$ cat src/rtl/plic_pkg.sv
// Shared definitions for the platform-level interrupt controller:
// register offsets relative to the base address, bus access-size
// encodings and the source-ID width helper.
package plic_pkg;

  localparam logic [31:0] OFF_PRIO    = 32'h0000_0000;
  localparam logic [31:0] OFF_PENDING = 32'h0000_1000;
  localparam logic [31:0] OFF_ENABLE  = 32'h0000_2000;
  localparam logic [31:0] OFF_THRESH  = 32'h0020_0000;
  localparam logic [31:0] OFF_CLAIM   = 32'h0020_0004;

  typedef enum logic [1:0] {
    WLEN_BYTE  = 2'b00,
    WLEN_HALF  = 2'b01,
    WLEN_WORD  = 2'b10,
    WLEN_DWORD = 2'b11
  } wlen_e;

  // Width needed to hold IDs 0..num_src (0 means "no source").
  function automatic int id_width(input int num_src);
    return $clog2(num_src + 1);
  endfunction

endpackage

$ cat src/rtl/plic_gateway.sv
// Per-source interrupt gateway. Tracks pending / in_flight / deferred for one
// source in level or edge mode. A claim always wins over a new request in the
// same cycle; a completion frees the gateway before new requests are looked
// at, so an edge arriving with its completion lands directly in pending.
module plic_gateway (
  input  logic clk,
  input  logic rstn,
  input  logic irq,
  input  logic mode,          // 1 = edge-triggered, 0 = level
  input  logic claim_hit,
  input  logic complete_hit,
  output logic pending
);

  logic pending_r;
  logic in_flight_r;
  logic deferred_r;
  logic irq_q_r;

  logic pending_n_s;
  logic in_flight_n_s;
  logic deferred_n_s;
  logic rise_s;

  assign rise_s  = irq & ~irq_q_r;
  assign pending = pending_r;

  // Next-state: claim/complete first, then fold in the incoming request.
  always_comb begin
    pending_n_s   = pending_r;
    in_flight_n_s = in_flight_r;
    deferred_n_s  = deferred_r;

    if (claim_hit) begin
      pending_n_s   = 1'b0;
      in_flight_n_s = 1'b1;
    end else if (complete_hit && in_flight_r) begin
      in_flight_n_s = 1'b0;
      if (deferred_r) begin
        pending_n_s  = 1'b1;
        deferred_n_s = 1'b0;
      end else begin
        pending_n_s  = pending_n_s;
      end
    end else begin
      in_flight_n_s = in_flight_n_s;
    end

    if (mode) begin
      // Only one deferred edge is kept; later edges while in flight are lost.
      if (rise_s && !in_flight_n_s) begin
        pending_n_s = 1'b1;
      end else if (rise_s) begin
        deferred_n_s = 1'b1;
      end else begin
        deferred_n_s = deferred_n_s;
      end
    end else begin
      if (irq && !in_flight_n_s) begin
        pending_n_s = 1'b1;
      end else begin
        pending_n_s = pending_n_s;
      end
    end
  end

  // Gateway state and edge-detect register, synchronous active-low reset.
  always_ff @(posedge clk) begin
    if (!rstn) begin
      pending_r   <= 1'b0;
      in_flight_r <= 1'b0;
      deferred_r  <= 1'b0;
      irq_q_r     <= 1'b0;
    end else begin
      pending_r   <= pending_n_s;
      in_flight_r <= in_flight_n_s;
      deferred_r  <= deferred_n_s;
      irq_q_r     <= irq;
    end
  end

endmodule

$ cat src/rtl/plic_multi.sv
// Platform-level interrupt controller for one hart context. Holds per-source
// priorities, an enable mask and a threshold, arbitrates the highest-priority
// eligible source (lowest ID on ties) and drives a registered machine
// external-interrupt request. Claim/complete share one bus register.
module plic_multi
  import plic_pkg::*;
#(
  parameter int          NUM_SRC   = 8,
  parameter int          PRIO_W    = 3,
  parameter logic [31:0] EDGE_MASK = 32'h0000_0000,
  parameter int          XLEN      = 64,
  parameter logic [31:0] BASE_ADDR = 32'h0C00_0000
) (
  input  logic               clk,
  input  logic               rstn,
  input  logic [31:0]        data_addr,
  input  logic               wen,
  input  logic               ren,
  input  logic [XLEN-1:0]    wdata,
  input  logic [1:0]         wlen,
  output logic [XLEN-1:0]    rdata,
  input  logic [NUM_SRC-1:0] irq,
  input  logic               hold_mem,
  output logic               external_interrupt
);

  localparam int ID_W = id_width(NUM_SRC);

  logic [31:0]        offset_s;
  logic               wr_word_s;
  logic               claim_sel_s;
  logic               claim_rd_s;
  logic               complete_s;
  logic [ID_W-1:0]    complete_id_s;

  logic [PRIO_W-1:0]  prio_r [NUM_SRC];
  logic [NUM_SRC-1:0] enable_r;
  logic [PRIO_W-1:0]  thresh_r;
  logic               ext_r;

  logic [NUM_SRC-1:0] pending_s;
  logic [ID_W-1:0]    best_id_s;
  logic [PRIO_W-1:0]  best_prio_s;
  logic [PRIO_W-1:0]  prio_rd_s;
  logic [XLEN-1:0]    rdata_s;

  assign offset_s      = data_addr - BASE_ADDR;
  assign wr_word_s     = wen && (wlen == WLEN_WORD);
  assign claim_sel_s   = (offset_s == OFF_CLAIM);
  // A simultaneous write takes the bus; the read then has no claim effect.
  assign claim_rd_s    = ren && !wen && claim_sel_s;
  assign complete_s    = wr_word_s && claim_sel_s &&
                         (wdata >= XLEN'(1)) && (wdata <= XLEN'(NUM_SRC));
  assign complete_id_s = wdata[ID_W-1:0];

  genvar g;
  generate
    for (g = 0; g < NUM_SRC; g++) begin : g_gw
      plic_gateway u_gw (
        .clk          (clk),
        .rstn         (rstn),
        .irq          (irq[g]),
        .mode         (EDGE_MASK[g]),
        .claim_hit    (claim_rd_s && (best_id_s == ID_W'(g + 1))),
        .complete_hit (complete_s && (complete_id_s == ID_W'(g + 1))),
        .pending      (pending_s[g])
      );
    end
  endgenerate

  // Priority registers for sources 1..NUM_SRC (source 0 has none).
  always_ff @(posedge clk) begin
    if (!rstn) begin
      for (int i = 0; i < NUM_SRC; i++) begin
        prio_r[i] <= '0;
      end
    end else begin
      for (int i = 0; i < NUM_SRC; i++) begin
        if (wr_word_s && (offset_s == OFF_PRIO + 32'(4 * (i + 1)))) begin
          prio_r[i] <= wdata[PRIO_W-1:0];
        end else begin
          prio_r[i] <= prio_r[i];
        end
      end
    end
  end

  // Enable mask and threshold registers; bit 0 of the enable vector is not stored.
  always_ff @(posedge clk) begin
    if (!rstn) begin
      enable_r <= '0;
      thresh_r <= '0;
    end else begin
      if (wr_word_s && (offset_s == OFF_ENABLE)) begin
        enable_r <= wdata[NUM_SRC:1];
      end else begin
        enable_r <= enable_r;
      end
      if (wr_word_s && (offset_s == OFF_THRESH)) begin
        thresh_r <= wdata[PRIO_W-1:0];
      end else begin
        thresh_r <= thresh_r;
      end
    end
  end

  // Arbiter: strict '>' while scanning upward keeps the lowest ID on ties;
  // a zero priority can never beat the initial zero, so it is never eligible.
  always_comb begin
    best_id_s   = '0;
    best_prio_s = '0;
    for (int i = 0; i < NUM_SRC; i++) begin
      if (pending_s[i] && enable_r[i] && (prio_r[i] > best_prio_s)) begin
        best_id_s   = ID_W'(i + 1);
        best_prio_s = prio_r[i];
      end else begin
        best_id_s   = best_id_s;
        best_prio_s = best_prio_s;
      end
    end
  end

  // Priority read mux; yields 0 for any address outside the priority block.
  always_comb begin
    prio_rd_s = '0;
    for (int i = 0; i < NUM_SRC; i++) begin
      prio_rd_s = prio_rd_s |
                  ((offset_s == OFF_PRIO + 32'(4 * (i + 1))) ? prio_r[i] : '0);
    end
  end

  // Combinational read data, zero when not reading.
  always_comb begin
    rdata_s = '0;
    if (ren) begin
      case (offset_s)
        OFF_PENDING: rdata_s = XLEN'({pending_s, 1'b0});
        OFF_ENABLE:  rdata_s = XLEN'({enable_r, 1'b0});
        OFF_THRESH:  rdata_s = XLEN'(thresh_r);
        OFF_CLAIM:   rdata_s = XLEN'(best_id_s);
        default:     rdata_s = XLEN'(prio_rd_s);
      endcase
    end else begin
      rdata_s = '0;
    end
  end

  assign rdata = rdata_s;

  // Registered interrupt request, frozen while the pipeline is stalled.
  always_ff @(posedge clk) begin
    if (!rstn) begin
      ext_r <= 1'b0;
    end else if (hold_mem) begin
      ext_r <= ext_r;
    end else begin
      ext_r <= (best_id_s != '0) && (best_prio_s > thresh_r);
    end
  end

  assign external_interrupt = ext_r;

endmodule

$ cat config.mk
export PLATFORM = sky130hd
export DESIGN_NAME = plic_multi
export DESIGN_NICKNAME = d
export VERILOG_FILES = /design/src/rtl/plic_pkg.sv /design/src/rtl/plic_gateway.sv /design/src/rtl/plic_multi.sv
export SDC_FILE = /design/constraint.sdc
export NUM_CORES = 1
export LEC_CHECK = 0
export CORE_UTILIZATION = 40
export DETAILED_ROUTE_END_ITERATION = 6
export HOLD_SLACK_MARGIN = 0.1
export PLACE_DENSITY_LB_ADDON = 0.08
export REMOVE_ABC_BUFFERS = 1
export SYNTH_ARGS = -nofsm -noshare
export SYNTH_HDL_FRONTEND = slang
export SYNTH_HIERARCHICAL = 1
export SYNTH_SLANG_ARGS = --single-unit
export TNS_END_PERCENT = 20
$ cat constraint.sdc
create_clock -name clk -period 29.7 [get_ports clk]
set_input_delay 4.455 -clock clk [delete_from_list [all_inputs] [get_ports clk]]
set_output_delay 4.455 -clock clk [all_outputs]
set_load 0.01 [all_outputs]
# Word level (Yosys, flattened, before mapping)
# Memory sizes are Yosys's and may differ from the RTL's.
# Index checks and enable logic that the tools add are counted.
# word_totals
register_bits	28
mem_bits_rw	24
inputBits	111
output_inout_bits	65
wordCells	306
n_memories	1
# memory_table
name	depth	width	rd	rd_clocked_by_memory_dff	wr	line_no	rtl
prio_r	8	3	8	0	8	plic_multi.sv:36	logic [PRIO_W-1:0] prio_r [NUM_SRC];
# classes
addsub	1
n_lt_le_gt_ge	11
eq_ne	29
muxes	123
bitwise_logic	23
reduce_logical	99
# ops
operator	count
32-bit by 5-bit equality test with 1-bit output (second input constant)	4
3-bit 2-to-1 mux	32
1-bit 2-to-1 mux	82
1-bit logical AND	65
32-bit by 22-bit equality test with 1-bit output (second input constant)	2
32-bit by 4-bit equality test with 1-bit output (second input constant)	2
64-bit by 1-bit >= comparator with 1-bit output (second input constant)	1
64-bit by 4-bit less-or-equal comparator with 1-bit output (second input constant)	1
64-bit 2-to-1 mux	1
9-bit case mux with 4 select lines	1
32-bit by 13-bit equality test with 1-bit output (second input constant)	1
32-bit by 14-bit equality test with 1-bit output (second input constant)	1
32-bit by 3-bit equality test with 1-bit output (second input constant)	1
32-bit by 6-bit equality test with 1-bit output (second input constant)	1
4-bit by 3-bit equality test with 1-bit output (second input constant)	8
32-bit by 28-bit subtractor with 32-bit output (second input constant)	1
4-bit 2-to-1 mux	7
3-bit greater-than comparator	8
3-bit nonzero test	8
3-bit OR	7
4-bit by 2-bit equality test with 1-bit output (second input constant)	4
1-bit OR	16
2-bit AND reduction	8
2-bit nonzero test	8
other kinds (6)	16

# Logic depth before layout (Yosys ltp)
# An unclocked memory read counts as a cell.
# logic_depth
word_depth	32
ltp_mapped	58

# Modules after synthesis
# The synthesis kept the hierarchy.
# modules_own_cells
module	n_inst	cells_each	area_each_um2
plic_multi	1	488	3890.0
plic_gateway	8	16	165.2

# Worst setup path after synthesis
# No wires, ideal clock.
# synth_timing
path_type	register to output
start	reg g_gw[0].u_gw.pending_r
end	out rdata[1]
t_arrival_ns	8.964
required_time_ns	25.245
path_slack_ns	16.281
path_stages_with_launch	51
n_path_buf	0
path_cell_list	dfxtp_1 and3_1 inv_1 ha_1 nor2b_4 o311a_4 a21o_1 and2_1 ha_1 nand2_1 or3_1 a22oi_1 nor2_1 nand2_1 mux2_2 ha_1 nor2_1 and2_1 [15 not listed] o22ai_1 nand2_1 o21ai_0 inv_1 ha_1 nor2b_1 o21ai_0 nand2b_1 nand4_2 mux2_4 ha_1 nor2b_1 o21ai_0 nand2b_1 nand4_1 nand2_1 a31oi_1 o311a_1
# synth_via
elab_chain_len	26
word_cells_on_any_way	32
# synth_rtl
item	line_no	rtl
start: declaration	plic_gateway.sv:15	logic pending_r;
start signal: assignment	plic_gateway.sv:75	pending_r <= pending_n_s;
1-bit logical AND (2 in a row)	plic_multi.sv:113	if (pending_s[i] && enable_r[i] && (prio_r[i] > best_prio_s)) begin
3-bit 2-to-1 mux	plic_multi.sv:113	
3-bit greater-than comparator	plic_multi.sv:113	
1-bit logical AND	plic_multi.sv:113	
3-bit 2-to-1 mux	plic_multi.sv:113	
3-bit greater-than comparator	plic_multi.sv:113	
1-bit logical AND	plic_multi.sv:113	
3-bit 2-to-1 mux	plic_multi.sv:113	
[9 not listed]	n/a	
3-bit greater-than comparator	plic_multi.sv:113	
1-bit logical AND	plic_multi.sv:113	
3-bit 2-to-1 mux	plic_multi.sv:113	
3-bit greater-than comparator	plic_multi.sv:113	
1-bit logical AND	plic_multi.sv:113	
4-bit 2-to-1 mux	plic_multi.sv:113	
9-bit case mux with 4 select lines (*)	plic_multi.sv:136	case (offset_s)
64-bit 2-to-1 mux (*)	plic_multi.sv:135	if (ren) begin
end: declaration	plic_multi.sv:21	output logic [XLEN-1:0] rdata,
# Mark *: on every way between the ends. The rest lies on a longest branch, timed or not.

# Final worst setup path
# Ends and elaborated chain as after synthesis.

==> results.toml <==
[layout]
multi_input_comb_area_sq_mm = 0.00330
antenna_cells = 0
layout.core_utilization_pct = 53.4
layout_commonest_cell = "sky130_fd_sc_hd__clkdlybuf4s50_1"
final_net_count = 882
areaGrowthSynthToFinish_pct = 29.7
area_taken_by_flip_flops_and_latches_sq_mm = 0.00160
layout_common_cells = "sky130_fd_sc_hd__clkdlybuf4s50_1 (119), sky130_fd_sc_hd__nand2_1 (76), sky130_fd_sc_hd__conb_1 (71)"
drive_above_1_share_pct = 6.85
fill_cells = 1201

[routing]
first_iter_violations = 382
antenna_nets_post_route = 0
vias_per_cell = 5.48
avgRoutedWirePerCell_microns = 17.2
vias = 5103
number_of_detailed_route_iterations_in_the_first_pass = 7
route.detailed.drc = 2
detail_route.wirelength_microns = 16000

[logic_synthesis]
synthesis.instances = 616
postSynthAreaPerCell_sq_um = 8.46
netlist.top_cell.by_area = "sky130_fd_sc_hd__dfxtp_1"
post-synth-top-area-fraction_pct = 16.9
synth.distinct_cells = 81
synth.top_cells.by_area = "sky130_fd_sc_hd__dfxtp_1 (17%), sky130_fd_sc_hd__edfxtp_1 (14%), sky130_fd_sc_hd__buf_4 (7.9%)"
synth_sequential_area_ratio_pct = 30.7
yosys_warnings = 6
synth-edff-count = 24
postSynthRegisterBits = 68
synthFlopType = "sky130_fd_sc_hd__dfxtp_1"
combined_area_of_all_synthesized_cells_sq_mm = 0.00521
async_reset_ff_share_pct = 0

[sta]
final.setup.tns_ps = 0
fin_crit_ps = 15480
worst_pin_slew_ps = 951
total_setup_violations_reported_at_the_end_of_the_flow = 0
slew_violations = 0
worst_slew_margin_rel_pct = 36.3
final_period_util_pct = 52.1
clock.fmax_mhz = 64.6
finalClockSkew_ps = 9.63
final_hold_viol_count = 0
rsz0062_at_grt = "no"

[status]
run_status = "finished with violations"
violations = "DRC"

[worst_setup_path]
critical_path.max_stage_delay_ps = 480
timing.setup.critical_path_class = "register to output pin"
cp_max_delay_cell = "sky130_fd_sc_hd__clkdlybuf4s50_1"
reg2reg_setup_slack_ps = 18530
cp.arrival_ps = 11020
cp-start-kind = "register"
critical_path_peak_fanout = 9
timing.reg2reg.worst_path_depth = 55
worst_setup_path_end_kind = "output pin"
crit_required_ps = 25240

[pwr]
total_leakage_power_nw = 2.54
power.ir.vdd_worst_mv = 0.0299
p_per_area_mw_per_mm2 = 37.4

[global_routing]
gr-total-overflow = 0
antenna_found_initial = 0
global_route.usage.total_pct = 24.2
grt_start_max_net_pins = 79
grt_pass1_vias = 4565
grt_pass1_wl_microns = 24100

[clock_tree]
tritoncts = "done"
cts-hold-fix-buffers = 0
cts_num_sinks = 68
clock_path_buffers = 2
post_cts_setup_buffer_count = 0
tritoncts.num_buffers = 9
cts.clk_slew.worst_paths_ps = 60
clockRootBuffer = "sky130_fd_sc_hd__clkbuf_16"
clock_tree.htree_level_count = 3
cts-resized-gates = 0
clk_latency_ps = 350

[floorplan]
rows = 41
floorplan.initialDensity_pct = 41.1
core_area_sq_mm = 0.0127
die_height_microns = 116
die_area_sq_mm = 0.0135
floorplan.die.width_microns = 116
i_o_pin_total = 176

[place]
place_congestion = 0.901
place.detailed.hpwl_microns = 12600
count_of_input_and_output_buffers = 120

[flow_run]
maxCapViolCount = 0

[worst_hold_path]
worstHoldPathType = "register to register"
min_delay_path_depth = 2
logic make-up (layout without fill, tap and decap cells):
| kind of cell | after synthesis | after routing | share of synthesized area (%) |
|---|---|---|---|
| xor gates and xnor gates | 1 | 1 | 0.168 |
| muxes | 9 | 9 | 2.06 |
| DFF | 68 | 68 | 30.7 |
| and+or+nand+nor | 283 | 283 | 29.7 |
| buffers and inverters | 98 | 171 | 11.2 |
| adders and majority gates | 17 | 17 | 4.08 |
| AOI/OAI and AO/OA | 139 | 139 | 22.1 |
| other | 1 | 71 | 0.0720 |
synth_stat cells, types with 4 or more instances:
| cell type | number |
|---|---|
| sky130_fd_sc_hd__a21boi_0 | 19 |
| sky130_fd_sc_hd__a21boi_1 | 8 |
| sky130_fd_sc_hd__a21o_1 | 12 |
| sky130_fd_sc_hd__a21oi_1 | 10 |
| sky130_fd_sc_hd__a22oi_1 | 7 |
| sky130_fd_sc_hd__a31oi_1 | 5 |
| sky130_fd_sc_hd__a32oi_1 | 9 |
| sky130_fd_sc_hd__and2_1 | 31 |
| sky130_fd_sc_hd__and2b_1 | 8 |
| sky130_fd_sc_hd__and3_1 | 9 |
| sky130_fd_sc_hd__buf_4 | 55 |
| sky130_fd_sc_hd__clkbuf_1 | 11 |
| sky130_fd_sc_hd__dfxtp_1 | 44 |
| sky130_fd_sc_hd__edfxtp_1 | 24 |
| sky130_fd_sc_hd__ha_1 | 17 |
| sky130_fd_sc_hd__inv_1 | 30 |
| sky130_fd_sc_hd__mux2i_1 | 4 |
| sky130_fd_sc_hd__nand2_1 | 76 |
| sky130_fd_sc_hd__nand2b_1 | 18 |
| sky130_fd_sc_hd__nand3_1 | 15 |
| sky130_fd_sc_hd__nand4_1 | 12 |
| sky130_fd_sc_hd__nand4b_1 | 8 |
| sky130_fd_sc_hd__nor2_1 | 38 |
| sky130_fd_sc_hd__nor2b_1 | 5 |
| sky130_fd_sc_hd__nor3_1 | 13 |
| sky130_fd_sc_hd__nor3b_1 | 4 |
| sky130_fd_sc_hd__nor4_1 | 26 |
| sky130_fd_sc_hd__o21ai_0 | 16 |
| sky130_fd_sc_hd__o221a_1 | 8 |
metrics by stage:
stage               setup slack, ps  area, sq um  total power, W  hold WS, ps  cells
global placement              15070         6460        0.000144          452    915
floorplan                     16280         5000        0.000121          444    618
finish                        14220         6760        0.000253          470    931
CTS                           14320         6760        0.000254          472    931
global route                  13480         6760        0.000262          484    931
detailed placement            14730         6460        0.000144          463    915
area by class of cell:
type,count,share of cell area (%)
Clock buffer,10,3.54
Clock inverter,6,0.925
Multi-Input combinational cell,520,48.8
Timing Repair Buffer,125,18.2
Sequential cell,68,23.7
Inverter,30,1.67
Tap cell,172,3.18
critical path: cells and delay by family, from the launching register on:
| family | cells | cell delay (ps) |
|---|---|---|
| AO/OA/AOI/OAI | 18 | 3410 |
| adder cells (fa/ha/maj) | 7 | 2040 |
| buffers and inverters | 3 | 640 |
| flip-flops | 1 | 420 |
| multiplexers | 3 | 1080 |
| AND/OR/NAND/NOR | 20 | 3070 |
state kept, by name, indices dropped and copies added, names as in the netlist:
signal,cells
g_gw.u_gw/pending,8
g_gw.u_gw/deferred_r,8
thresh_r,3
prio_r,24
enable_r,8
g_gw.u_gw/in_flight_r,8
g_gw.u_gw/irq_q_r,8
external_interrupt,1
metal layers:
layer  track usage [%]  wire length [microns]  vias up
li1                  -                      -     2432
met1              30.9                   7060     2424
met2              41.3                   7770      221
met3              4.57                    915       26
met4              7.78                    294        0
met5                 0                      0        -
power breakdown:
part	leakage (nW)	switching (W)	total (W)	internal, W
clock network	0.149	0.0000428	0.000110	0.0000671
registers	0.590	0.00000496	0.000106	0.000101
logic	1.80	0.0000170	0.0000373	0.0000202
total	2.54	0.0000648	0.000253	0.000188
path summary, 6_finish.rpt:
| path | end | startpoint |
|---|---|---|
| max | rdata[1] | g_gw[0].u_gw/pending$_SDFF_PN0_ |
| min | g_gw[3].u_gw/deferred_r$_SDFF_PN0_ | g_gw[3].u_gw/deferred_r$_SDFF_PN0_ |
| max reg2reg | external_interrupt$_SDFFE_PN0N_ | g_gw[0].u_gw/pending$_SDFF_PN0_ |
| min reg2reg | g_gw[3].u_gw/deferred_r$_SDFF_PN0_ | g_gw[3].u_gw/deferred_r$_SDFF_PN0_ |
Power figures use the tool's default switching activity.
